[src/rtl/bram_rd_pkg.sv]
// Shared types and constants for the BRAM port-B stream reader.
package bram_rd_pkg;

  typedef enum logic [1:0] {
    IDLE  = 2'd0,
    READ  = 2'd1,
    DRAIN = 2'd2,
    DONE  = 2'd3
  } rd_state_e;

  // Below this depth the read credit loop cannot sustain one beat per cycle.
  localparam int FIFO_DEPTH_MIN = 3;

endpackage

[src/rtl/rd_skid_fifo.sv]
// Show-ahead synchronous FIFO that absorbs BRAM read data ahead of the stream port.
// DEPTH must be a power of two so the pointers wrap naturally.
module rd_skid_fifo #(
  parameter int WIDTH = 17,
  parameter int DEPTH = 4
) (
  input  logic                     clk,
  input  logic                     rst,
  input  logic                     i_push,
  input  logic [WIDTH-1:0]         i_data,
  input  logic                     i_pop,
  output logic [WIDTH-1:0]         o_data,
  output logic                     o_empty,
  output logic [$clog2(DEPTH):0]   o_count
);

  localparam int PW = $clog2(DEPTH);

  logic [WIDTH-1:0] r_mem [DEPTH];
  logic [PW-1:0]    r_wr_ptr;
  logic [PW-1:0]    r_rd_ptr;
  logic [PW:0]      r_count;

  // NOTE: storage is deliberately left out of reset; only pointers and count
  // define validity, and a resettable array would cost a reset mux per bit.
  always_ff @(posedge clk) begin
    if (i_push) r_mem[r_wr_ptr] <= i_data;
  end

  // NOTE: all sequential state uses non-blocking assignments so every register
  // samples pre-edge values, independent of statement order.
  always_ff @(posedge clk) begin
    if (rst) begin
      r_wr_ptr <= '0;
      r_rd_ptr <= '0;
      r_count  <= '0;
    end else begin
      if (i_push) r_wr_ptr <= r_wr_ptr + PW'(1);
      if (i_pop)  r_rd_ptr <= r_rd_ptr + PW'(1);
      case ({i_push, i_pop})
        2'b10:   r_count <= r_count + (PW+1)'(1);
        2'b01:   r_count <= r_count - (PW+1)'(1);
        default: r_count <= r_count;
      endcase
    end
  end

  assign o_empty = (r_count == '0);
  assign o_count = r_count;
  // Zero while empty so the stream bus reads clean when nothing is offered.
  assign o_data  = o_empty ? '0 : r_mem[r_rd_ptr];

endmodule

[src/rtl/bram_stream_reader.sv]
// Burst reader for BRAM port B: issues LEN reads from BASE_ADDR and streams them out.
// Optional macro READ_STRIDE_EN adds a stride port; otherwise the address steps by 1.
module bram_stream_reader
  import bram_rd_pkg::*;
#(
  parameter int ADDR_WIDTH = 9,
  parameter int DATA_WIDTH = 16,
  parameter int LEN_WIDTH  = 10,
  parameter int FIFO_DEPTH = 4
) (
  input  logic                  clk,
  input  logic                  rst,
  input  logic                  start,
  input  logic [ADDR_WIDTH-1:0] base_addr,
  input  logic [LEN_WIDTH-1:0]  len,
`ifdef READ_STRIDE_EN
  input  logic [ADDR_WIDTH-1:0] stride,
`endif
  output logic                  busy,
  output logic                  done,
  output logic                  enb,
  output logic [ADDR_WIDTH-1:0] addrb,
  input  logic [DATA_WIDTH-1:0] doutb,
  output logic                  m_valid,
  input  logic                  m_ready,
  output logic [DATA_WIDTH-1:0] m_data,
  output logic                  m_last
);

  localparam int CW = $clog2(FIFO_DEPTH) + 1;

  rd_state_e             r_state;
  rd_state_e             w_next;
  logic [ADDR_WIDTH-1:0] r_addr;
  logic [LEN_WIDTH-1:0]  r_len;
  logic [LEN_WIDTH-1:0]  r_issued;
  logic                  r_pending;
  logic                  r_pend_last;
  logic                  r_done;
  logic [ADDR_WIDTH-1:0] w_step;

  logic [CW-1:0]         w_count;
  logic [CW-1:0]         w_occ;
  logic                  w_empty;
  logic [DATA_WIDTH:0]   w_fifo_out;
  logic                  w_issue;
  logic                  w_last_issue;
  logic                  w_pop;

`ifdef READ_STRIDE_EN
  logic [ADDR_WIDTH-1:0] r_stride;

  always_ff @(posedge clk) begin
    if (rst)                          r_stride <= '0;
    else if (r_state == IDLE && start) r_stride <= stride;
  end

  assign w_step = r_stride;
`else
  assign w_step = ADDR_WIDTH'(1);
`endif

  // Credit: an in-flight read plus stored beats may never exceed the FIFO.
  assign w_occ        = w_count + CW'(r_pending);
  assign w_issue      = (r_state == READ) && (w_occ < CW'(FIFO_DEPTH));
  assign w_last_issue = w_issue && (r_issued == r_len - LEN_WIDTH'(1));
  assign w_pop        = !w_empty && m_ready;

  // NOTE: next state gets a default before the case so no path leaves it
  // unassigned, which would otherwise infer a latch.
  always_comb begin
    w_next = r_state;
    case (r_state)
      IDLE:    if (start) w_next = (len == '0) ? DONE : READ;
      READ:    if (w_last_issue) w_next = DRAIN;
      DRAIN:   if (w_pop && w_fifo_out[DATA_WIDTH]) w_next = DONE;
      DONE:    w_next = IDLE;
      default: w_next = IDLE;
    endcase
  end

  always_ff @(posedge clk) begin
    if (rst) begin
      r_state     <= IDLE;
      r_addr      <= '0;
      r_len       <= '0;
      r_issued    <= '0;
      r_pending   <= 1'b0;
      r_pend_last <= 1'b0;
      r_done      <= 1'b0;
    end else begin
      r_state     <= w_next;
      r_done      <= (r_state == DONE);
      r_pending   <= w_issue;
      r_pend_last <= w_last_issue;
      if (r_state == IDLE && start) begin
        r_addr   <= base_addr;
        r_len    <= len;
        r_issued <= '0;
      end else if (w_issue) begin
        r_addr   <= r_addr + w_step;
        r_issued <= r_issued + LEN_WIDTH'(1);
      end
    end
  end

  // doutb is valid exactly one cycle after enb, so r_pending doubles as push.
  rd_skid_fifo #(
    .WIDTH (DATA_WIDTH + 1),
    .DEPTH (FIFO_DEPTH)
  ) u_fifo (
    .clk     (clk),
    .rst     (rst),
    .i_push  (r_pending),
    .i_data  ({r_pend_last, doutb}),
    .i_pop   (w_pop),
    .o_data  (w_fifo_out),
    .o_empty (w_empty),
    .o_count (w_count)
  );

  assign busy    = (r_state != IDLE);
  assign done    = r_done;
  assign enb     = w_issue;
  assign addrb   = r_addr;
  assign m_valid = !w_empty;
  assign m_data  = w_fifo_out[DATA_WIDTH-1:0];
  assign m_last  = w_fifo_out[DATA_WIDTH];

endmodule

[config.mk]
export PLATFORM = sky130hd
export DESIGN_NAME = bram_stream_reader
export DESIGN_NICKNAME = d
export VERILOG_FILES = /design/src/rtl/bram_rd_pkg.sv /design/src/rtl/rd_skid_fifo.sv /design/src/rtl/bram_stream_reader.sv
export SDC_FILE = /design/constraint.sdc
export NUM_CORES = 1
export LEC_CHECK = 0
export CAP_MARGIN = 10
export CORE_MARGIN = 4
export CORE_UTILIZATION = 38
export DETAILED_ROUTE_END_ITERATION = 16
export HOLD_SLACK_MARGIN = 0.02
export SKIP_CTS_REPAIR_TIMING = 1
export SLEW_MARGIN = 10
export SYNTH_ARGS = -nofsm -noshare
export SYNTH_HDL_FRONTEND = slang
export SYNTH_SLANG_ARGS = --single-unit
export TNS_END_PERCENT = 50
[constraint.sdc]
create_clock -name clk -period 3.5 [get_ports clk]
set_clock_uncertainty 0.15 [all_clocks]
set_input_delay 0.7 -clock clk [delete_from_list [all_inputs] [get_ports clk]]
set_output_delay 0.7 -clock clk [all_outputs]
set_load 0.03 [all_outputs]
Word-level counts from Yosys, hierarchy flattened
Memory sizes are Yosys's and may differ from the RTL's. A register that Yosys moved wholly into a read port is not among the register bits.
Index checks and enable logic that the tools add are counted.

word-level totals
  bits of input ports = 39
  memories = 1
  output and inout bits = 30
  memory bits (writable) = 68
  word-level logic and storage cells = 56
  bits in registers = 41

cells by class
  reductions and logical operators = 14
  $add $sub $neg = 8
  $lt $le $gt $ge = 1
  equality and inequality tests = 9
  mux-type cells = 13

memory list
  name          depth  width  rd ports  clocked after memory_dff  write ports  line                RTL
  u_fifo.r_mem  4      17     1         1                         1            rd_skid_fifo.sv:19  logic [WIDTH-1:0] r_mem [DEPTH];

operators by type and width
  operator                                                                number
  9-bit two-way mux                                                       2
  17-bit two-way mux                                                      1
  2-bit two-way mux                                                       6
  10-bit by 1-bit adder with 10-bit output (second input constant)        1
  10-bit equality test                                                    1
  10-bit zero test                                                        1
  10-bit by 1-bit subtractor with 10-bit output (second input constant)   1
  9-bit by 1-bit adder with 9-bit output (second input constant)          1
  2-bit one-hot mux with 4 select lines                                   1
  2-bit equality test (second input constant)                             3
  2-bit != test (second input constant)                                   3
  3-bit one-hot mux with 2 select lines                                   1
  2-bit nonzero test                                                      3
  1-bit logical AND                                                       5
  2-bit by 1-bit adder with 2-bit output (second input constant)          2
  2-bit by 1-bit equality test with 1-bit output (second input constant)  2
  3-bit by 1-bit adder with 3-bit output                                  1
  3-bit by 1-bit adder with 3-bit output (second input constant)          1
  3-bit zero test                                                         1
  3-bit less-than comparator (second input constant)                      1
  3-bit AND reduction                                                     1
  3-bit by 1-bit subtractor with 3-bit output (second input constant)     1
  2-bit zero test                                                         1
  1-bit two-way mux                                                       2
  2 further kinds                                                         2

Depth between registers and ports, before layout
  depth after elaboration = 6
  gate-level depth with buffers = 10
  depth with buffers taken out = 9

Modules after synthesis
A second synthesis with hierarchy kept.

unflattened totals
  cells, all modules = 383
  area total of the unflattened synthesis = 5,023.6 µm²

modules (own cells, without submodules)
  module              times used  cells an instance  sequential area each (µm²)  area each (µm²)
  rd_skid_fifo        1           153                2,222.1                     3,119.2
  bram_stream_reader  1           230                680.7                       1,904.3

Least setup slack after synthesis
OpenSTA, ideal clock, no wires.

  kind = register to output
  from = register (tool-made name)
  to = output m_data[10]
  slack = 0.571 ns
  path buffers = 2
  arrival = 2.079 ns
  stages on the path, launching flop included = 5
  data required time = 2.650 ns
  cell sequence = dfxtp_1 > clkbuf_1 > buf_1 > mux4_2 > and2_1

RTL lines
  what           line                      RTL
  end, declared  bram_stream_reader.sv:26  output logic [DATA_WIDTH-1:0] m_data,

==> results.md <==
* Worst-case vdd ir drop at roughly 0.0004 V
* Final Cycle Share at between 90% and 100%
* CTS Root Cell: clkbuf_16
* Clk sink count at 111
* Top cells by area, synth: edfxtp_1, dfxtp_1, mux4_2, xor2_1, ha_1
* Flop and latch count out of synthesis at around 110
* Fraction of synthesized area in multiplexers at approximately 8.5%
* Worst-Margin Slew at approximately 0.9 ns
* Fmax at around 0.31 GHz
* CTS Buffer Depth at 2
* Endpoints failing setup at 0
* Power Density at roughly 670 nW/um^2
* Syn Nets at 435
* I/O Pins at 69
* Placement Cell Area at 5722 um^2
* # rows at 41
* Reg2reg path depth at 9
* Full die area at roughly 15000 um^2
* Yosys top cell area share at between 40% and 50%
* RSZ-0062 raised after global routing: no
* Status: finished clean
* Number of DRC markers in iteration 0 at between 150 and 200
* Core ar. at 12570 um^2
* RR Endpoint: r_state[1]$_SDFFE_PP0P_
* Top-count cell post-synth: edfxtp_1
* Gpl congestion at ~0.8
* Max Cap Viol at 0
* Seq/Total Area, Yosys at about 60%
* Crit Path Max Fanout at 16
* Switching power at between 0.001 and 0.0015 W
* CP Data Arrival Time at 2.34 ns
* Static leakage power at around 2.1 nW
* Number of antenna violations at the first check in global routing at 0
* Sequential Power Share at between 40% and 50%
* Die height at about 120 um
* Comb pwr share at 34.8%
* Largest family of logic cells by synthesized area: simple AND/OR/NAND/NOR gates
* Largest area contributor in the netlist: edfxtp_1
* DP HPWL at approximately 6.6 mm
* Synth warnings at 0
* Synth cell count leaders: edfxtp_1, dfxtp_1, nor2_1, nand2_1, and2_1
* EDFF count, synth at 68
* Final core occ at 47.81%
* Post-synthesis compound-gate area fraction at under 10%
* Main synth FF type: edfxtp_1
* TritonRoute pass-1 iters at 5
* Synth cell types at 45
* Setup TNS at 0 ns
* Layout overhead on the synthesized area at 23.63%
* CTS Buf Count at 9
* Start of the worst register-to-register path: r_len[0]$_SDFFE_PP0P_
* FFs w/ async S/R, synth at 0%
* Reg-to-reg setup timing slack at roughly 0.73 ns
* Die width at 121.1 um
* Clock Power Share at between 20% and 30%
* Ant. Diodes at 0
* HP Start: r_len[9]$_SDFFE_PP0P_
* Vias in the first global route at approximately 3100
* Worst slew margin at between 40% and 50%
* Routed wire length per instance at 15.48 um
* GR Overflow Total at 0
* Internal Power at approximately 0.0027 W
* Post-Synth Adder-Cell Area at roughly 3.8%
* Cell area after layout at 6010 um^2
* Minimum clock period at 3.194 ns
* Endpoints failing hold at 0
* # DRC at 0
* Simple-gate area share of the yosys netlist at 13.18%
* H-tree depth at 3
* Capture point of the critical path: m_data[8]
* Total track usage at 13.87%
* Starting Density at 38.68%
* Share of cells above drive strength 1 at under 10%
* Average size of a mapped cell at about 13 um^2
* Post-layout net count at about 500
* Clk pin slew, worst setup/hold paths at around 0.080 ns
* Clk_lat worst skew at ~0.35 ns
* Worst Setup Path Type: register to primary output
* Switching share of power at 34.49%
* Final ANT Viol Nets at 0
* Cells after synthesis at 382
* Worst Hold Class: register to register
* Syn Std Cell Area at slightly below 5000 um^2
* Vias at 3088
* Vias per cell at ~5.0
* CTS tree: built
* Detailed Route WL at just under 10 mm
* Crit end category: primary output
* Port Buf Inserts at a little under 70
* Largest net degree at the start of global routing at 26
* Post-synthesis xor/xnor area fraction at ~5.4%
* Startpoint types: register
* First-pass GRT wire length at roughly 16 mm
* Fin. max-slew vios at 0
* WP data required at 2.65 ns
==> critical path, stage by stage (launching register included) <==
cell and delay (ns):
dfxtp_1 0.35, buf_4 0.32, mux4_2 0.56, and2_1 0.17, clkdlybuf4s50_1 0.59
==> metrics by stage <==
step	worst slack [ns]	hold WS [ns]	cells	power (W)
2_1_floorplan	0.5712	0.2883	382	0.002605
3_3_place_gp	0.6546	0.3169	607	0.003078
3_5_place_dp	0.6484	0.3271	607	0.003094
4_1_cts	0.2552	0.3381	623	0.004106
5_1_grt	0.1628	0.3572	623	0.004274
6_report	0.3062	0.3337	623	0.004050
==> power by group through the flow <==
stage | Combinational (W) | Sequential, W | Clock, W
6_report | 0.00141 | 0.00164 | 0.00100
5_1_grt | 0.00153 | 0.00166 | 0.00108
4_1_cts | 0.00143 | 0.00164 | 0.00103
3_5_place_dp | 0.00142 | 0.00167 | 0
3_3_place_gp | 0.00141 | 0.00167 | 0
2_1_floorplan | 0.000913 | 0.00169 | 0
==> how the worst min path moves through the flow <==
stage | to | slack [ns] | depth (start not counted)
after global placement | r_len[9]$_SDFFE_PP0P_ | 0.32 | 2
after detailed placement | r_len[9]$_SDFFE_PP0P_ | 0.33 | 2
after global routing | r_len[9]$_SDFFE_PP0P_ | 0.36 | 2
after CTS | r_len[9]$_SDFFE_PP0P_ | 0.34 | 2
final | r_len[9]$_SDFFE_PP0P_ | 0.33 | 2
after floorplan | u_fifo.r_mem[0][16]$_DFFE_PP_ | 0.29 | 0
==> state kept, by name, summed over array words and instances (netlist names), named ones only <==
name             count
r_len               10
u_fifo.o_count       3
u_fifo.r_rd_ptr      2
r_pend_last          1
u_fifo.r_mem        68
done                 1
r_issued            10
u_fifo.r_wr_ptr      2
r_pending            1
r_state              2
addrb                9
==> area by class of cell <==
cell class	instances	area (um^2)
fill	1118	6559
tap	172	215.2
clock inverter	6	58.81
timing repair buffer	74	725.7
inverter	12	45.04
multi-input combinational	238	1833
sequential	111	2903
clock buffer	10	229.0
==> cells by family (layout without fill, tap and decap cells) <==
kind of cell               after synthesis  in the layout
AOI/OAI and AO/OA                       46             46
xor gates and xnor gates                30             30
adders and majority gates               14             14
buffers and inverters                   33            102
DFF                                    111            111
muxes                                   20             20
and+or+nand+nor                        128            128
==> layer usage <==
layer / wire (um) / global-route usage, %
met5: 0 / 0
met4: 163 / 5.949
met3: 548 / 3.543
met2: 4513 / 22.68
met1: 4418 / 17.46
==> layout by cell type (no fill, tap or decap), drive strengths merged, types with 9 or more instances in the layout <==
master | synthesis | final
nor2 | 34 | 34
xor2 | 22 | 22
a21oi | 16 | 16
edfxtp | 68 | 68
dfxtp | 43 | 43
ha | 13 | 13
inv | 12 | 17
and2 | 23 | 23
mux4 | 17 | 17
nand4 | 9 | 9
nand2 | 30 | 30
clkdlybuf4s50 | 0 | 68
clkbuf | 18 | 10
Power figures use the tool's default switching activity.
==> edit: new RTL, config.mk and constraints unchanged <==
`FIFO_DEPTH`: 4 -> 16.
--- a/src/rtl/bram_stream_reader.sv
+++ b/src/rtl/bram_stream_reader.sv
@@ -6,7 +6,7 @@
   parameter int ADDR_WIDTH = 9,
   parameter int DATA_WIDTH = 16,
   parameter int LEN_WIDTH  = 10,
-  parameter int FIFO_DEPTH = 4
+  parameter int FIFO_DEPTH = 16
 ) (
   input  logic                  clk,
   input  logic                  rst,
Formal check against the unedited RTL: not equivalent (Yosys sat finds a counterexample within 10 cycles, from zero or initial values and one cycle with rst high).
==> edit against the original RTL <==
Hold slack better by 0.0026 ns. Worst setup slack got worse by 0.28 ns. Wire length grew to 2.9 times the old value. Sequential cell count rose by 212. Non-clock buffer count is 29 higher. Synthesized area increased to 2.7 times the old value. Critical endpoint is now m_last. Register-to-register slack worse by 0.22 ns. Power rose to 2.6 times the old value. Sequential share of layout area rose by 11 points. Final area grew to 2.6 times the old value. Cell count is 110% higher. Combinational power is 79% higher. Die area rose to 2.6 times the old value.
==> edit: results (changes against the original RTL) <==
[outcome]
status = complete, no violations  ; unchanged

[timing]
worstMarginPinSlew_ns = 0.543  ; was 0.893 ns
setup_ws_ns = 0.0237  ; was 0.306 ns

[critical_path]
cpPeakStageDelay_ns = 0.54  ; was 0.59 ns
r2r_cells = 8  ; was 9
critical_path.slowest_cell = mux4_2  ; was clkdlybuf4s50_1
r2r_slack_ns = 0.51  ; was 0.73 ns
endpoint = m_last  ; was m_data[8]
cp.arrival_ns = 2.63  ; was 2.34 ns
cp_max_fo = 21  ; was 16

[logic_synthesis]
synth_top_cells_by_area = edfxtp_1 (62%), mux4_2 (15%), dfxtp_1 (7.8%)  ; was edfxtp_1 (42%), dfxtp_1 (18%), mux4_2 (7.9%)
synth_cell_types = 53  ; was 45
synth_commonest_cells = edfxtp_1 (272), mux4_2 (85), dfxtp_1 (51), nor2_1 (45), nand2_1 (36)  ; was edfxtp_1 (68), dfxtp_1 (43), nor2_1 (34), nand2_1 (30), and2_1 (23)
seq_area_frac_synth = 0.700  ; was 0.597
syn-num-nets = 791  ; was 435

[clocking]
cts_buffer_depth = 3  ; was 2
clk_latency_ns = 0.52  ; was 0.35 ns
clk_pin_slew_worst_paths_ns = 0.06  ; was 0.08 ns
h-tree-depth = 2  ; was 3

[power]
p_leak_uw = 0.00517  ; was 0.00207 uW
peakVddDrop_v = 0.000383  ; was 0.000394 V

[placed_design]
post-place-ws_ns = 0.258  ; was 0.648 ns
gp_congestion = 0.787  ; was 0.810
placed_cell_area_sq_mm = 0.0145  ; was 0.00572 sq mm

[global_routing]
grt_pass1_vias = 7191  ; was 3116
grt_pass1_wl_mm = 44.1  ; was 15.7 mm
grt_util_all_layers = 0.151  ; was 0.139

[routing]
drt_iter0_drc = 448  ; was 176
avgViaCountPerCell = 5.23  ; was 4.96
wl_mm = 28.4  ; was 9.64 mm
vias = 6847  ; was 3088

[final_layout]
fillCellCount = 2877  ; was 1118
top_regs = u_fifo.r_mem (272), r_issued (10), r_len (10)  ; was u_fifo.r_mem (68), r_issued (10), r_len (10)
finalNetCount = 895  ; was 499

==> edit: cell types whose count changed in the layout (fill, tap and decap cells not counted), moves of 8 or more <==
cell             before  now
buf_4                 6   37
clkbuf_16             9   36
clkdlybuf4s50_1      68   51
clkinv_1              0    9
dlymetal6s2s_1        0    8
edfxtp_1             68  272
mux4_2               17   85
nor2_1               34   44
nor2b_1               2   18
==> edit: area by class of cell <==
type                            count  area, sq um  area share
Tap cell                          448          561      0.0359
Inverter                           17         63.8     0.00409
Clock buffer                       44          941      0.0603
Sequential cell                   323         9200       0.589
Clock inverter                     17          120     0.00769
Multi-Input combinational cell    358         3720       0.238
Timing Repair Buffer              103         1010      0.0648
==> edit: logic make-up after synthesis <==
kind of cell / Yosys count / share of synthesized area
AO/OA/AOI/OAI: 48 / 0.0252
multiplexers: 90 / 0.150
XOR/XNOR: 35 / 0.0233
adder cells (fa/ha/maj): 18 / 0.0177
buffers and inverters: 53 / 0.0177
AND/OR/NAND/NOR: 167 / 0.0666
flip-flops: 323 / 0.700
==> edit: worst min-delay path by stage <==
stage / start / end / slack (ns) / cells past startpoint
5_1_grt: r_len[9] / r_len[9] / 0.36 / 2
3_5_place_dp: r_len[9] / r_len[9] / 0.33 / 2
6_report: r_len[9] / r_len[9] / 0.34 / 2
4_1_cts: r_len[9] / r_len[9] / 0.34 / 2
3_3_place_gp: r_len[8] / r_len[8] / 0.33 / 2
2_1_floorplan: r_len[9] / r_len[9] / 0.30 / 2
==> edit: power breakdown <==
group / switching [uW] / internal, uW
combinational: 1340 / 1190
sequential: 134 / 4300
clock: 1430 / 1980
==> edit: stage by stage <==
step                 util  TNS (ns)
finish              0.462         0
global route        0.462   -0.0503
CTS                 0.461     -2.04
detailed placement  0.430         0
global placement    0.430         0
floorplan               -         0
==> edit: critical path: cells and delay by family, from the launching register on <==
| kind | cells | cell delay (ns) |
|---|---|---|
| muxes | 2 | 1.06 |
| buffers and inverters | 2 | 0.36 |
| and+or+nand+nor | 1 | 0.17 |
| DFF | 1 | 0.51 |
==> edit: per-layer routing <==
metal	global-route usage	vias to the layer above	routed length, um
li1	-	3096	-
met1	0.218	3524	12800
met2	0.241	177	13500
met3	0.0268	50	1500
met4	0.0396	0	597
met5	0	-	0
